==> config.mk <==
export PLATFORM = sky130hd
export DESIGN_NAME = pb_event_decoder_flat
export DESIGN_NICKNAME = d
export VERILOG_FILES = /design/src/rtl/pb_event_decoder_if.sv /design/src/rtl/pb_event_decoder.sv /design/src/flat_wrapper.sv
export SDC_FILE = /design/constraint.sdc
export NUM_CORES = 1
export LEC_CHECK = 0
export CAP_MARGIN = 15
export CORE_UTILIZATION = 58
export DETAILED_ROUTE_END_ITERATION = 6
export GPL_TIMING_DRIVEN = 1
export PLACE_DENSITY_LB_ADDON = 0.2
export SLEW_MARGIN = 20
export SYNTH_ARGS = -nofsm -noshare
export SYNTH_HDL_FRONTEND = slang
export SYNTH_SLANG_ARGS = --single-unit
==> constraint.sdc <==
create_clock -name clk -period 2.7 [get_ports clk]
set_input_delay 0.405 -clock clk [delete_from_list [all_inputs] [get_ports clk]]
set_output_delay 0.405 -clock clk [all_outputs]
set_load 0.01 [all_outputs]
==> src/rtl/pb_event_decoder_if.sv <==
// ---------------------------------------------------------------------------
// pb_event_decoder_if
//
// Purpose: bundles the push-button level input and the decoded event outputs
// of pb_event_decoder so they can be passed around as one port.
//
// Signals (all 1 bit, synchronous to the decoder clock):
//   state         debounced button level, 1 = pressed
//   press         one-cycle pulse when a press is recognised
//   release_pulse one-cycle pulse on every release. The plain name "release"
//                 is a SystemVerilog keyword, so it cannot be used here.
//   click         one-cycle pulse on a release before the long-press threshold
//   long_press    one-cycle pulse when the hold reaches the threshold
//   repeat_pulse  one-cycle auto-repeat pulse. The plain name "repeat" is
//                 also a keyword.
//   held          level, high while a press is in progress
//
// Modports:
//   slave  - the decoder: reads state and drives the event outputs
//   master - the button side / consumer: drives state and reads the events
//
// Handshake: none. state is sampled on every rising edge, and every event
// output is a registered, single-cycle pulse.
// ---------------------------------------------------------------------------
interface pb_event_decoder_if;
    logic state;
    logic press;
    logic release_pulse;
    logic click;
    logic long_press;
    logic repeat_pulse;
    logic held;

    modport slave (
        input  state,
        output press,
        output release_pulse,
        output click,
        output long_press,
        output repeat_pulse,
        output held
    );

    modport master (
        output state,
        input  press,
        input  release_pulse,
        input  click,
        input  long_press,
        input  repeat_pulse,
        input  held
    );
endinterface

==> src/rtl/pb_event_decoder.sv <==
// ---------------------------------------------------------------------------
// pb_event_decoder
//
// Purpose: turns a debounced button level into press / release / click /
// long-press events, with optional auto-repeat while the button is held long.
//
// Optional feature: define PB_AUTOREPEAT_EN to enable the auto-repeat counter
// and the repeat pulse. Without it, repeat_pulse is tied to 0.
//
// Parameters:
//   CNT_W         width of the hold and repeat counters
//   LONG_THRESH   held cycles after press before long_press (2..2^CNT_W-1)
//   REPEAT_PERIOD cycles between repeat pulses (2..2^CNT_W-1)
//
// Ports:
//   clk        single clock, rising edge
//   rst        synchronous, active-high reset
//   bus        pb_event_decoder_if.slave (state in, events out)
//   fsm_state  current FSM state encoding: 0 IDLE, 1 PRESSED, 2 LONG_HELD
//
// Timing: an edge that samples state=1 in IDLE registers press for the
// following cycle. long_press follows press by exactly LONG_THRESH cycles.
// The first repeat follows long_press by REPEAT_PERIOD cycles.
// A release sampled on a threshold or repeat-due edge wins over that event.
// ---------------------------------------------------------------------------
module pb_event_decoder #(
    parameter int CNT_W         = 26,
    parameter int LONG_THRESH   = 50000000,
    parameter int REPEAT_PERIOD = 10000000
) (
    input  logic              clk,
    input  logic              rst,
    pb_event_decoder_if.slave bus,
    output logic [1:0]        fsm_state
);
    typedef enum logic [1:0] {
        IDLE      = 2'd0,
        PRESSED   = 2'd1,
        LONG_HELD = 2'd2
    } fsm_t;

    localparam logic [CNT_W-1:0] HOLD_LAST = CNT_W'(LONG_THRESH - 1);

    localparam bit PARAMS_OK = (CNT_W >= 2) && (CNT_W <= 31) &&
                               (LONG_THRESH >= 2) && (REPEAT_PERIOD >= 2) &&
                               (LONG_THRESH < (1 << CNT_W)) &&
                               (REPEAT_PERIOD < (1 << CNT_W));

    // Reject configurations whose thresholds do not fit the counters.
    generate
        if (!PARAMS_OK) begin : g_bad_params
            $error("pb_event_decoder: LONG_THRESH/REPEAT_PERIOD out of range for CNT_W");
        end
    endgenerate

    fsm_t             fsm;
    logic [CNT_W-1:0] hold_cnt;

`ifdef PB_AUTOREPEAT_EN
    localparam logic [CNT_W-1:0] RPT_LAST = CNT_W'(REPEAT_PERIOD - 1);
    logic [CNT_W-1:0] rpt_cnt;
`else
    assign bus.repeat_pulse = 1'b0;
`endif

    assign fsm_state = fsm;

    always_ff @(posedge clk) begin
        if (rst) begin
            fsm            <= IDLE;
            hold_cnt       <= '0;
            bus.press      <= 1'b0;
            bus.release_pulse <= 1'b0;
            bus.click      <= 1'b0;
            bus.long_press <= 1'b0;
            bus.held       <= 1'b0;
`ifdef PB_AUTOREPEAT_EN
            rpt_cnt          <= '0;
            bus.repeat_pulse <= 1'b0;
`endif
        end else begin
            // Pulses default low, so each one lasts a single cycle.
            bus.press         <= 1'b0;
            bus.release_pulse <= 1'b0;
            bus.click         <= 1'b0;
            bus.long_press    <= 1'b0;
`ifdef PB_AUTOREPEAT_EN
            bus.repeat_pulse  <= 1'b0;
`endif
            case (fsm)
                IDLE: begin
                    if (bus.state) begin
                        fsm       <= PRESSED;
                        hold_cnt  <= '0;
                        bus.press <= 1'b1;
                        bus.held  <= 1'b1;
                    end
                end
                PRESSED: begin
                    // A release is checked first, so it also wins on the threshold edge.
                    if (!bus.state) begin
                        fsm               <= IDLE;
                        bus.release_pulse <= 1'b1;
                        bus.click         <= 1'b1;
                        bus.held          <= 1'b0;
                    end else if (hold_cnt == HOLD_LAST) begin
                        fsm            <= LONG_HELD;
                        bus.long_press <= 1'b1;
`ifdef PB_AUTOREPEAT_EN
                        rpt_cnt        <= '0;
`endif
                    end else begin
                        hold_cnt <= hold_cnt + 1'b1;
                    end
                end
                LONG_HELD: begin
                    if (!bus.state) begin
                        fsm               <= IDLE;
                        bus.release_pulse <= 1'b1;
                        bus.held          <= 1'b0;
                    end
`ifdef PB_AUTOREPEAT_EN
                    else if (rpt_cnt == RPT_LAST) begin
                        bus.repeat_pulse <= 1'b1;
                        rpt_cnt          <= '0;
                    end else begin
                        rpt_cnt <= rpt_cnt + 1'b1;
                    end
`endif
                end
                default: begin
                    fsm      <= IDLE;
                    bus.held <= 1'b0;
                end
            endcase
        end
    end
endmodule
==> src/flat_wrapper.sv <==
// flat-port wrapper written by rule: the top's interface ports become plain ports
module pb_event_decoder_flat 
#(
    parameter int CNT_W         = 26,
    parameter int LONG_THRESH   = 50000000,
    parameter int REPEAT_PERIOD = 10000000
)
  (clk, rst, fsm_state, bus_state, bus_press, bus_release_pulse, bus_click, bus_long_press, bus_repeat_pulse, bus_held);
  pb_event_decoder_if bus_i ();
  input  logic clk;
  input  logic rst;
  output logic [1:0] fsm_state;
  input wire logic [$bits(bus_i.state)-1:0] bus_state;
  output wire logic [$bits(bus_i.press)-1:0] bus_press;
  output wire logic [$bits(bus_i.release_pulse)-1:0] bus_release_pulse;
  output wire logic [$bits(bus_i.click)-1:0] bus_click;
  output wire logic [$bits(bus_i.long_press)-1:0] bus_long_press;
  output wire logic [$bits(bus_i.repeat_pulse)-1:0] bus_repeat_pulse;
  output wire logic [$bits(bus_i.held)-1:0] bus_held;
  assign bus_i.state = bus_state;
  assign bus_press = bus_i.press;
  assign bus_release_pulse = bus_i.release_pulse;
  assign bus_click = bus_i.click;
  assign bus_long_press = bus_i.long_press;
  assign bus_repeat_pulse = bus_i.repeat_pulse;
  assign bus_held = bus_i.held;
  pb_event_decoder #(.CNT_W(CNT_W), .LONG_THRESH(LONG_THRESH), .REPEAT_PERIOD(REPEAT_PERIOD)) u_core (.clk(clk), .rst(rst), .bus(bus_i), .fsm_state(fsm_state));
endmodule
== Yosys cells after proc, flatten, opt, wreduce, memory -nomap -nowiden ==
Cells that the tools add are included.

* Equal/unequal tests: 9
* Add/subtract/negate cells: 1
* Bitwise operators: 4
* Multiplexer cells: 15
* Reductions and logical operators: 10

{| class="wikitable"
|+ Operators by type and width
! kind !! number
|-
| 26-bit 2-to-1 mux || 3
|-
| 26-bit case mux with 2 select lines || 1
|-
| 26-bit by 1-bit adder with 26-bit output (second input constant) || 1
|-
| 26-bit == test (second input constant) || 1
|-
| 2-bit inequality test (second input constant) || 5
|-
| 2-bit 2-to-1 mux || 4
|-
| 2-bit OR reduction || 4
|-
| 2-bit case mux with 3 select lines || 1
|-
| 1-bit 2-to-1 mux || 5
|-
| 1-bit NOT || 4
|-
| 4-bit AND reduction || 1
|-
| 3-bit by 2-bit inequality test with 1-bit output (second input constant) || 1
|-
| 3-bit AND reduction || 1
|-
| 3-bit OR reduction || 1
|-
| 2-bit by 1-bit == test with 1-bit output (second input constant) || 1
|-
| 2-bit == test (second input constant) || 1
|-
| 2-bit logical NOT || 1
|-
| 1-bit case mux with 2 select lines || 1
|-
| 2-bit AND reduction || 1
|-
| 2-bit nonzero test || 1
|}

* Output and inout bits: 8
* Register bits after elaboration: 33
* Word-level logic and storage cells: 46
* Input bits: 3

== Logic depth before layout (Yosys ltp) ==
* Depth after elaboration: 4
* Gate-level depth with buffers: 8
* Depth with buffers taken out: 7

== Worst setup path after synthesis ==
Ideal clock, no wire load.

* Kind: register -> register
* Start point: register u_core.hold_cnt[0]
* End point: register u_core.hold_cnt[20]
* Clock period less this slack: 2.134 ns
* Slack: 0.566 ns
* Buffers on the path: 1
* Data required time: 2.580 ns
* Cell stages (with the launch flop): 8
* Setup time: 0.120 ns
* Data arrival time: 2.014 ns
* Path through: dfxtp_1 -> ha_1 -> nand4_2 -> or4_4 -> o21ai_2 -> buf_4 -> nor3_1 -> a211o_1

* Longest elaborated chain between the ends: 4
* Elaborated cells between the ends (all ways): 7
* Those cells by class: add/sub: 1; eq/ne: 2; mux: 3; reduce/logical: 1

{| class="wikitable"
|+ RTL lines
! element !! line !! RTL
|-
| from (decl) || pb_event_decoder.sv:57 || <nowiki>logic [CNT_W-1:0] hold_cnt;</nowiki>
|-
| from (signal assigned) || pb_event_decoder.sv:113 || <nowiki>hold_cnt <= hold_cnt + 1'b1;</nowiki>
|-
| 26-bit by 1-bit adder with 26-bit output || pb_event_decoder.sv:113 ||
|-
| 26-bit 2-to-1 mux || pb_event_decoder.sv:106 || <nowiki>end else if (hold_cnt == HOLD_LAST) begin</nowiki>
|-
| 26-bit 2-to-1 mux || pb_event_decoder.sv:101 || <nowiki>if (!bus.state) begin</nowiki>
|-
| 26-bit case mux with 2 select lines || pb_event_decoder.sv:90 || <nowiki>case (fsm)</nowiki>
|}

Several ways; a longest one is shown, not always the timed one. The select of a mux whose other input is x is not followed.
A chain may end at the register's enable or synchronous reset.

== Worst setup path after layout ==
Ends and elaborated chain as after synthesis.

==> out/metrics.yaml <==
p_switching_mw: 0.237
utilization_pct: 70.3
critPathRequiredTime_ps: 2940
hold_violations: 0
n_antenna_cell: 0
cp-startpoint: "u_core.hold_cnt[0]"
synth_mux_area_share_pct: 1.11
grt_max_degree: 22
reg2reg_depth: 7
maxSlewHeadroom_pct: 65.9
viasPerCell: 6.71
cts-root-buf: "clkbuf_4"
finalSetupViolations: 0
yosysTopAreaCellShare_pct: 36.6
path_class: "flip-flop to flip-flop"
cts_tree: "yes"
synth_fa_ha_area_share_pct: 3.46
ant_nets: 0
cts_setup_buffers: 0
synth_fp_nets: 226
dp_hpwl_mm: 3.26
synth_edf_count: 0
crit_path_cell_trace: "ha_1, nand4_2, or4_4, o21ai_2, buf_4, nor3_1, a211o_1"
synth-seq-cells: 33
synthArstFlopShare_pct: 0
globalplace.congestion: 0.878
regToRegSetupSlack_ps: 430
cts_sinks: 33
drv_slew: 0
ir_worst_vdd_v: 0.000417
first_pass_iters: 7
core_area_sq_um: 2850
yosysMostFrequentCell: "dfxtp_1"
yosys.area.top_type: "dfxtp_1"
synthXorXnorAreaFrac_pct: 0
synth_cell_types: 49
drive_gt1_share_pct: 9.91
regToRegEndpoint: "u_core.hold_cnt[20]"
ios: 11
die_w_um: 57.8
tightestPinTransition_ps: 504
finClkSkew_ps: 5.53
wl_per_cell_um: 16.8
grt_pass1_wl_mm: 7.32
power_frac_seq_pct: 55.3
vias: 1766
switching_share_pct: 26.3
cap_viol_max_count: 0
setup.worst_path.end: "u_core.hold_cnt[20]"
ys_seq_area_share_pct: 36.6
max_stage_delay_ps: 540
start_util_pct: 63.3
slowest_stage: "or4_4"
ys_top_cells_by_area: "dfxtp_1 (37%), a21oi_1 (4.4%), nand3_1 (3.9%), ha_1 (3.5%), a21o_1 (3.3%)"
power.density_nw_per_um2: 450
cts_buffers: 5
die-area_sq_um: 3340
fmax_mhz: 440
port_buffers: 9
outcome: "complete, but fails checks"
netlist_top_cells_count: "dfxtp_1 (33), a21oi_1 (16), nand2_1 (15), nand3_1 (14), o21ai_0 (10)"
synth_area_sq_um: 1810
syn_area_per_cell_sq_um: 8.29
clockBufferDepth: 2
finalCritPeriodShare_pct: 84.1
path_clk_slew_ps: 90
rsz0062_at_grt: "no"
setup_tns_ps: 0
combPwrFrac_pct: 13.7
synth_ff_type: "dfxtp_1"
syn_inst: 218
p_leak_nw: 0.715
drt_iter0_drc: 148
num-fill-cells: 248
r2r_start: "u_core.hold_cnt[0]"
grt_pass1_vias: 1593
synth_compound_area_share_pct: 24.7
clk-insertion-delay-late_ps: 340
die_h_um: 57.8
wl_mm: 4.42
cp-start-kind: "flip-flop"
worstPathArrival_ps: 2510
synth_top_family_by_area: "simple AND/OR/NAND/NOR gates"
area_delta_synth_final_pct: 11.0
intPower_mw: 0.666
cts_hold_buf: 0
antenna_found_initial: 0
drc_errors: 1
synth_simple_gate_area_share_pct: 29.2
overflow: 0
post-route-min-period_ps: 2270
htreeDepth: 2
nNetsFinal: 240
pwr-share-clk_pct: 31.0
postCtsResizedCells: 0
violations: "DRC"
critPathMaxFanout: 10
critPathCaptureType: "flip-flop"
hp-class: "flip-flop to flip-flop"
num_rows: 19
yosysWarnings: 0
grt.total_usage_pct: 28.6
-- layer usage --
layer	vias to the layer above	share of wire (%)	track usage, %
li1	856	-	-
met1	829	44	39.0
met2	67	47	43.2
met3	14	6.3	6.03
met4	0	2.4	13.6
met5	-	0	0
-- worst min path at each step --
stage	start	to	slack, ps	cells past startpoint
floorplan	u_core.hold_cnt[25]	u_core.hold_cnt[25]	460	1
global placement	u_core.bus.held	u_core.bus.held	470	2
finish	u_core.bus.held	u_core.bus.held	500	2
detailed placement	u_core.bus.held	u_core.bus.held	480	2
CTS	u_core.bus.held	u_core.bus.held	500	2
global route	u_core.hold_cnt[24]	u_core.hold_cnt[24]	550	2
-- state kept, by name, indices dropped and copies added (netlist names) --
| signal | cells |
|---|---|
| u_core.bus.click | 1 |
| u_core.bus.held | 1 |
| u_core.bus.long_press | 1 |
| u_core.bus.press | 1 |
| u_core.bus.release_pulse | 1 |
| u_core.fsm_state | 2 |
| u_core.hold_cnt | 26 |
-- worst max-delay path, delay by kind of cell (launching register included) --
kind	cells	cell delay, ps
buf+inv	1	220
flops	1	410
fa+ha+maj	1	250
compound gates	2	540
simple gates	3	750
-- cells in the final DEF (no fill, tap or decap), types with 2 or more instances in the layout --
master,instances
o31ai_1,4
nor4b_1,2
dfxtp_1,33
o32ai_1,2
nor3_1,7
and3_1,6
o21ai_0,10
a211o_1,4
nor4_1,7
a22oi_1,3
o21a_1,2
nor2_1,9
mux2i_1,2
clkdlybuf4s50_1,9
nand4_2,2
a311oi_1,3
nand4_1,6
or3_1,8
nand3_1,14
a31oi_1,3
inv_1,9
ha_1,5
buf_4,9
nand2_1,15
or4_1,5
nand4b_1,2
clkbuf_4,5
a21o_1,8
a21oi_1,16
nor3b_1,2
-- through the flow --
step	hold WS (ps)	cells	cell area [sq um]	power, mW	setup WS, ps
finish	500	263	2010	0.903	430
detailed placement	478	256	1950	0.632	471
global placement	466	256	1950	0.627	546
global route	547	263	2010	0.943	322
CTS	500	263	2010	0.907	448
floorplan	463	218	1810	0.590	566
-- power by group through the flow --
stage	logic [mW]	registers (mW)	clock network, mW
CTS	0.122	0.499	0.286
detailed placement	0.121	0.510	0
finish	0.124	0.499	0.280
global route	0.134	0.500	0.309
global placement	0.118	0.509	0
floorplan	0.0775	0.512	0
-- area by class of cell --
| cell class | instances | area, sq um | share of cell area (%) |
|---|---|---|---|
| Clock buffer | 7 | 55.1 | 2.74 |
| Inverter | 9 | 33.8 | 1.68 |
| Multi-Input combinational cell | 165 | 1060 | 52.8 |
| Sequential cell | 33 | 661 | 32.9 |
| Tap cell | 31 | 38.8 | 1.93 |
| Timing Repair Buffer | 18 | 158 | 7.86 |
-- logic make-up after synthesis --
kind of cell	Yosys count
AND/OR/NAND/NOR	91
AO/OA/AOI/OAI	66
flip-flops	33
buffers and inverters	20
adder cells (fa/ha/maj)	5
multiplexers	2
other	1
Note: power is estimated with default switching activity, not from simulation.
